**src/rtl/qbert_move_scheduler.sv**
```systemverilog
// Frame-synchronous Q*bert hop scheduler: buffers move commands in a small FIFO and
// walks the sprite anchor across the cube pyramid, updating only at end-of-frame.
module qbert_move_scheduler #(
  parameter int unsigned FIFO_DEPTH  = 4,
  parameter int unsigned JUMP_LOG2   = 3,
  parameter int unsigned ROWS        = 6,
  parameter int          X_TOP       = 400,
  parameter int          Y_TOP       = 60,
  parameter int          HALF_W      = 50,
  parameter int          STEP_Y      = 75,
  parameter int          HOP_PX      = 20,
  parameter int unsigned FALL_FRAMES = 32,
  parameter int          FALL_SPEED  = 8
) (
  input  logic        iCLK,
  input  logic        iRST_n,
  input  logic [2:0]  iCMD,
  input  logic        iCMD_VALID,
  output logic        oCMD_READY,
  input  logic        iNEW_FRAME,
  input  logic        iEND_FRAME,
  output logic [10:0] oX0,
  output logic [9:0]  oY0,
  output logic [2:0]  oROW,
  output logic [2:0]  oCOL,
  output logic        oMOVING,
  output logic        oFALL,
  output logic        oLAND
);

  localparam int unsigned PTR_W    = (FIFO_DEPTH > 1) ? $clog2(FIFO_DEPTH) : 1;
  localparam int unsigned CNT_W    = PTR_W + 1;
  localparam int          JUMP_LEN = 1 << JUMP_LOG2;
  localparam int          HALF_LEN = JUMP_LEN / 2;

  localparam logic [2:0] CmdUpRight = 3'b001;
  localparam logic [2:0] CmdUpLeft  = 3'b010;
  localparam logic [2:0] CmdDnRight = 3'b011;
  localparam logic [2:0] CmdDnLeft  = 3'b100;
  localparam logic [2:0] CmdRespawn = 3'b111;

  typedef enum logic [1:0] {StIdle, StJump, StFall} state_e;

  // Pyramid geometry: anchor of cube (r,c)
  function automatic logic signed [11:0] anchor_x(input logic signed [4:0] r,
                                                   input logic signed [4:0] c);
    anchor_x = 12'(X_TOP + (2 * int'(c) - int'(r)) * HALF_W);
  endfunction

  function automatic logic signed [11:0] anchor_y(input logic signed [4:0] r);
    anchor_y = 12'(Y_TOP + int'(r) * STEP_Y);
  endfunction

  logic [2:0]        r_mem [FIFO_DEPTH];
  logic [PTR_W-1:0]  r_wr_ptr, r_rd_ptr;
  logic [CNT_W-1:0]  r_count;

  state_e            r_state, w_state_d;
  logic [7:0]        r_k, w_k_d;
  logic signed [11:0] r_xs, r_ys, r_dx, r_dy, w_xs_d, w_ys_d, w_dx_d, w_dy_d;
  logic [2:0]        r_tr, r_tc, w_tr_d, w_tc_d;
  logic [10:0]       r_x0, w_x0_d;
  logic [9:0]        r_y0, w_y0_d;
  logic [2:0]        r_row, r_col, w_row_d, w_col_d;
  logic              r_moving, r_fall, r_land, w_moving_d, w_fall_d, w_land_d;

  logic              w_push, w_pop, w_flush, w_is_move, w_legal;
  logic [2:0]        w_head;
  logic signed [4:0] w_row_s, w_col_s, w_tr, w_tc;
  logic signed [11:0] w_sx, w_sy;
  logic [7:0]        w_k_inc;
  int                w_jx, w_jy, w_fy;

  assign oCMD_READY = (r_count != CNT_W'(FIFO_DEPTH)) && (r_state != StFall);
  assign w_push     = iCMD_VALID && oCMD_READY;
  assign w_head     = r_mem[r_rd_ptr];
  assign w_row_s    = $signed({2'b00, r_row});
  assign w_col_s    = $signed({2'b00, r_col});
  assign w_sx       = anchor_x(w_row_s, w_col_s);
  assign w_sy       = anchor_y(w_row_s);
  assign w_k_inc    = r_k + 8'd1;

  // Decode the head command into a target cube and its legality
  always_comb begin
    w_tr      = w_row_s;
    w_tc      = w_col_s;
    w_is_move = 1'b1;
    case (w_head)
      CmdUpRight: w_tr = w_row_s - 5'sd1;
      CmdUpLeft: begin
        w_tr = w_row_s - 5'sd1;
        w_tc = w_col_s - 5'sd1;
      end
      CmdDnRight: begin
        w_tr = w_row_s + 5'sd1;
        w_tc = w_col_s + 5'sd1;
      end
      CmdDnLeft:  w_tr = w_row_s + 5'sd1;
      default:    w_is_move = 1'b0;
    endcase
  end

  assign w_legal = (w_tr >= 5'sd0) && (int'(w_tr) < int'(ROWS)) &&
                   (w_tc >= 5'sd0) && (w_tc <= w_tr);

  // Hop trajectory and fall position for the next frame
  always_comb begin
    w_jx = int'(r_xs) + ((int'(r_dx) * int'(w_k_inc)) >>> JUMP_LOG2);
    w_jy = int'(r_ys) + ((int'(r_dy) * int'(w_k_inc)) >>> JUMP_LOG2) -
           ((int'(w_k_inc) <= HALF_LEN) ? HOP_PX : 0);
    w_fy = int'(r_y0) + FALL_SPEED;
    if (w_fy > 1023) w_fy = 1023;
  end

  // FSM next-state and output registers; everything advances only on iEND_FRAME
  always_comb begin
    w_state_d  = r_state;
    w_k_d      = r_k;
    w_xs_d     = r_xs;
    w_ys_d     = r_ys;
    w_dx_d     = r_dx;
    w_dy_d     = r_dy;
    w_tr_d     = r_tr;
    w_tc_d     = r_tc;
    w_x0_d     = r_x0;
    w_y0_d     = r_y0;
    w_row_d    = r_row;
    w_col_d    = r_col;
    w_moving_d = r_moving;
    w_fall_d   = r_fall;
    // A raised landing pulse drops on the next cycle; frame start clears it too
    w_land_d   = r_land & ~(r_land | iNEW_FRAME);
    w_pop      = 1'b0;
    w_flush    = 1'b0;
    unique case (r_state)
      StIdle: begin
        if (iEND_FRAME && (r_count != '0)) begin
          w_pop = 1'b1;
          if (w_is_move && w_legal) begin
            w_xs_d     = w_sx;
            w_ys_d     = w_sy;
            w_dx_d     = anchor_x(w_tr, w_tc) - w_sx;
            w_dy_d     = anchor_y(w_tr) - w_sy;
            w_tr_d     = w_tr[2:0];
            w_tc_d     = w_tc[2:0];
            w_k_d      = '0;
            w_moving_d = 1'b1;
            w_state_d  = StJump;
          end else if (w_is_move) begin
            w_flush   = 1'b1;
            w_k_d     = '0;
            w_fall_d  = 1'b1;
            w_state_d = StFall;
          end else if (w_head == CmdRespawn) begin
            w_row_d  = '0;
            w_col_d  = '0;
            w_x0_d   = 11'(X_TOP);
            w_y0_d   = 10'(Y_TOP);
            w_land_d = 1'b1;
          end
        end
      end
      StJump: begin
        if (iEND_FRAME) begin
          w_k_d = w_k_inc;
          if (int'(w_k_inc) == JUMP_LEN) begin
            // Land exactly on the target anchor, no rounding residue
            w_x0_d     = 11'(r_xs + r_dx);
            w_y0_d     = 10'(r_ys + r_dy);
            w_row_d    = r_tr;
            w_col_d    = r_tc;
            w_moving_d = 1'b0;
            w_land_d   = 1'b1;
            w_state_d  = StIdle;
          end else begin
            w_x0_d = 11'(w_jx);
            w_y0_d = 10'(w_jy);
          end
        end
      end
      StFall: begin
        if (iEND_FRAME) begin
          if (r_k == 8'(FALL_FRAMES)) begin
            w_row_d   = '0;
            w_col_d   = '0;
            w_x0_d    = 11'(X_TOP);
            w_y0_d    = 10'(Y_TOP);
            w_fall_d  = 1'b0;
            w_state_d = StIdle;
          end else begin
            w_y0_d = 10'(w_fy);
            w_k_d  = w_k_inc;
          end
        end
      end
      default: w_state_d = StIdle;
    endcase
  end

  // State and position registers
  always_ff @(posedge iCLK or negedge iRST_n) begin
    if (!iRST_n) begin
      r_state  <= StIdle;
      r_k      <= '0;
      r_xs     <= '0;
      r_ys     <= '0;
      r_dx     <= '0;
      r_dy     <= '0;
      r_tr     <= '0;
      r_tc     <= '0;
      r_x0     <= 11'(X_TOP);
      r_y0     <= 10'(Y_TOP);
      r_row    <= '0;
      r_col    <= '0;
      r_moving <= 1'b0;
      r_fall   <= 1'b0;
      r_land   <= 1'b0;
    end else begin
      r_state  <= w_state_d;
      r_k      <= w_k_d;
      r_xs     <= w_xs_d;
      r_ys     <= w_ys_d;
      r_dx     <= w_dx_d;
      r_dy     <= w_dy_d;
      r_tr     <= w_tr_d;
      r_tc     <= w_tc_d;
      r_x0     <= w_x0_d;
      r_y0     <= w_y0_d;
      r_row    <= w_row_d;
      r_col    <= w_col_d;
      r_moving <= w_moving_d;
      r_fall   <= w_fall_d;
      r_land   <= w_land_d;
    end
  end

  // Command FIFO; a flush (illegal move) overrides any same-cycle push or pop
  always_ff @(posedge iCLK or negedge iRST_n) begin
    if (!iRST_n) begin
      r_wr_ptr <= '0;
      r_rd_ptr <= '0;
      r_count  <= '0;
      for (int i = 0; i < int'(FIFO_DEPTH); i++) r_mem[i] <= '0;
    end else if (w_flush) begin
      r_wr_ptr <= '0;
      r_rd_ptr <= '0;
      r_count  <= '0;
    end else begin
      if (w_push) begin
        r_mem[r_wr_ptr] <= iCMD;
        r_wr_ptr        <= r_wr_ptr + 1'b1;
      end
      if (w_pop) r_rd_ptr <= r_rd_ptr + 1'b1;
      r_count <= r_count + CNT_W'(w_push) - CNT_W'(w_pop);
    end
  end

  assign oX0     = r_x0;
  assign oY0     = r_y0;
  assign oROW    = r_row;
  assign oCOL    = r_col;
  assign oMOVING = r_moving;
  assign oFALL   = r_fall;
  assign oLAND   = r_land;

endmodule

```
**config.mk**
```make
export PLATFORM = sky130hd
export DESIGN_NAME = qbert_move_scheduler
export DESIGN_NICKNAME = d
export VERILOG_FILES = /design/src/rtl/qbert_move_scheduler.sv
export SDC_FILE = /design/constraint.sdc
export NUM_CORES = 1
export LEC_CHECK = 0
export CAP_MARGIN = 25
export CORE_ASPECT_RATIO = 1.5
export CORE_MARGIN = 5
export CORE_UTILIZATION = 60
export DETAILED_ROUTE_END_ITERATION = 10
export PLACE_DENSITY = 0.78
export SLEW_MARGIN = 20
export SYNTH_ARGS = -nofsm -noshare
export SYNTH_HDL_FRONTEND = slang
export SYNTH_SLANG_ARGS = --single-unit
```
**constraint.sdc**
```tcl
create_clock -name iCLK -period 13 [get_ports iCLK]
set_input_delay 3.9 -clock iCLK [delete_from_list [all_inputs] [get_ports iCLK]]
set_output_delay 3.9 -clock iCLK [all_outputs]
set_load 0.01 [all_outputs]
```
==> metrics.md <==
| Metric | Value |
|---|---|
| # Post-CTS Setup Buffers | `0` |
| Tmin final | `8160 ps` |
| Hold path depth | `2` |
| CP Data Required Time | `13,220 ps` |
| Vias in the first global route | `11,000` |
| Clock Sink Count | `106` |
| Final instance area | `14,800 um2` |
| Pin count of the biggest net entering global routing | `86` |
| Die Area | `26,500 um2` |
| Pre-antenna DRT Iters | `5` |
| Die extent in x | `135 um` |
| Avg Cell Area, Syn | `8.97 um2` |
| DP Wirelength | `24,600 um` |
| Main combinational cell family by area after synthesis | `adder cells` |
| Commonest non-fill, non-tap cell in the layout | `inv_1` |
| Setup_tns | `0 ps` |
| Slew margin rel. | `40.9%` |
| PortBufs | `37` |
| RSZ-0062 raised after global routing | `no` |
| Vias per std cell | `5.65` |
| Final setup violation count | `0` |
| Worst setup margin | `4840 ps` |
| Endpoint, Worst Hold | `oX0[2]` |
| Worst R2R Setup Slack | `4840 ps` |
| Routed Antenna Nets | `0` |
| CP most frequent cell | `xnor2_1` |
| Number of core rows | `68` |
| Post-CTS Resized | `0` |
| GRT Total Usage | `23.8%` |
| Routed WL | `30,100 um` |
| Crit path DAT | `8380 ps` |
| Via Count | `10,500` |
| YS warnings | `0` |
| Htree depth | `3` |
| Adder-Cell Fraction of Synth Area | `35.1%` |
| Hold bufs inserted after CTS | `0` |
| Clock slew at reported path FFs | `70 ps` |
| Tcrit/Tclk final | `62.8%` |
| CP max-delay cell | `ha_1` |
| DIE HEIGHT | `197 um` |
| Initial DRC Count | `483` |
| Hold Path Origin | `oX0[2]` |
| Synth unique cells | `76` |
| Post-synthesis compound-gate area fraction | `11.9%` |
| Mux cell area share after synthesis | `3.26%` |
| Synth Area in Simple Gates | `13.6%` |
| Slew at the pin closest to its max-slew limit | `886 ps` |
| Most frequent cells in the layout | `248 x inv_1, 208 x ha_1, 182 x nand2_1` |
| Max Slew Vio Count | `0` |
| Synth Cell Area | `14,000 um2` |
| Post-synth EDFFs | `0` |
| DR WL/cell | `16.3 um` |
| Worst r2r path cells | `28` |
| CTS tree | `built` |
| Prevailing post-synth register cell | `dfrtp_1` |
| Fmax achieved | `0.122 GHz` |
| CTS root buffer | `clkbuf_16` |
| Initial antenna violation count | `0` |
| Core Util, Final | `64.4%` |
| Post-Syn Nets | `1,885` |
| Layout cells sized above 1 | `5.09%` |
| I/O pin total | `39` |
| Diodes inserted | `0` |
| CP Capture Type | `flip-flop` |
| Worst-path fanout max | `22` |
| Global-route wire length before repair | `51,500 um` |
| Overflow after GRT | `0` |
| Initial Utilization | `60.7%` |
| Synth Area in XOR/XNOR | `8.49%` |
| Layout fillers | `1,891` |
| MaxCap Viol Count | `0` |
| Core area | `23,000 um2` |
| Reg2reg start | `r_k[0]` |
| Crit start category | `flip-flop` |
| Reg2reg end | `oY0[9]` |
| Sequential-to-total area share from yosys stat | `19.1%` |
| Post-Place Cell Area | `14,500 um2` |
| Async set-reset flop share out of synthesis | `100%` |
| Crit path kind | `reg -> reg` |
| Flops & latches, synth | `106` |
| Type of the worst min-delay path | `reg -> reg` |
| GPL Wtd Cong | `0.872` |
| Total CTS buffers | `9` |
| Outcome | `complete, no violations` |
| Hold Vio Cnt, Final | `0` |
| Worst slack, placed | `4860 ps` |
| CP peak stage delay | `1110 ps` |
| Area grow syn2layout | `6.07%` |
| Final routed DRC violation total | `0` |
| Clock skew | `10.0 ps` |
| Worst-Skew Late Latency | `360 ps` |
| Max Buffers Root-to-Sink | `2` |
| Nets | `1,896` |
| Mapped Cells | `1,555` |
## per-layer routing
layer / track usage (%) / vias to the layer above / part of all wire [%]
met2: 45.2 / 194 / 55
met5: 0 / - / 0
met1: 28.0 / 5112 / 40
li1: - / 5089 / -
met3: 1.74 / 57 / 2.8
met4: 8.19 / 0 / 2.9
## sequential cells by signal (all words and copies together) (netlist names)
name	count
r_mem	12
r_dy	11
oX0	11
oFALL	1
r_k	8
r_wr_ptr	2
oLAND	1
r_state	2
r_count	3
oMOVING	1
r_xs	9
oROW	3
r_tr	3
r_dx	11
r_ys	10
r_rd_ptr	2
oCOL	3
r_tc	3
oY0	10
## cell type report
cell class	instances	area, um2	share of cell area, %
Multi-Input combinational cell	1152	10100	68.2
Clock inverter	7	83.8	0.566
Tap cell	280	350	2.37
Clock buffer	9	225	1.52
Timing Repair Buffer	46	435	2.94
Inverter	251	947	6.40
Sequential cell	106	2660	18.0
## stage by stage
step / hold slack [ps] / std cells
after floorplan: 455 / 1555
after global placement: 466 / 1835
after detailed placement: 470 / 1835
after CTS: 486 / 1851
after global routing: 506 / 1851
final: 480 / 1851
## how the worst max path moves through the flow
stage	from	to	slack, ps	depth (start not counted)
5_1_grt	r_k[0]	oY0[9]	4340	28
2_1_floorplan	r_k[0]	oY0[9]	6350	31
6_report	r_k[0]	oY0[9]	4840	28
4_1_cts	r_k[0]	oY0[9]	4830	28
3_3_place_gp	r_k[0]	oY0[9]	5060	28
3_5_place_dp	r_k[0]	oY0[9]	4860	28
## critical path, delay by kind of cell (launching register included)
family	cells	cell delay [ps]
fa+ha+maj	7	3490
xor+xnor	8	1540
compound gates	8	1400
buf+inv	4	830
flops	1	590
simple gates	1	160
## cells in the mapped netlist, types with 4 or more instances
library cell	n	share of area (%)
nand2b_1	13	0.58
mux2i_1	5	0.36
o21bai_1	17	0.91
o21ai_0	60	2.2
a21oi_1	70	2.5
mux2_2	16	1.3
dfrtp_1	99	18
a22oi_1	4	0.22
nand3_1	22	0.79
a211oi_1	4	0.22
a22o_1	7	0.44
xnor3_1	4	0.65
and2_1	32	1.4
a31oi_1	4	0.18
nor3_1	9	0.32
and3_1	5	0.22
nor2b_1	47	2.1
ha_1	208	19
nand2_1	182	4.9
o21ai_1	40	1.4
nor2_1	52	1.4
or2_2	4	0.18
o31ai_1	8	0.43
a21o_1	25	1.3
clkbuf_1	30	0.81
xnor2_1	88	5.5
mux2_4	9	0.97
buf_6	8	0.65
or3_1	5	0.22
o21a_1	4	0.22
nand4_1	4	0.18
fa_1	114	16
dfstp_2	7	1.3
a21boi_0	4	0.22
inv_1	248	6.7
xor2_1	37	2.3
## cell families (layout without fill, tap and decap cells)
| family | Yosys count | count (layout) |
|---|---|---|
| AO/OA/AOI/OAI | 271 | 271 |
| XOR/XNOR | 129 | 129 |
| adder cells (fa/ha/maj) | 323 | 323 |
| buffers and inverters | 297 | 313 |
| flip-flops | 106 | 106 |
| multiplexers | 35 | 35 |
| AND/OR/NAND/NOR | 394 | 394 |
Power is not shown: default switching activity piles up to over one toggle a cycle in this logic, so the estimate is an artifact.
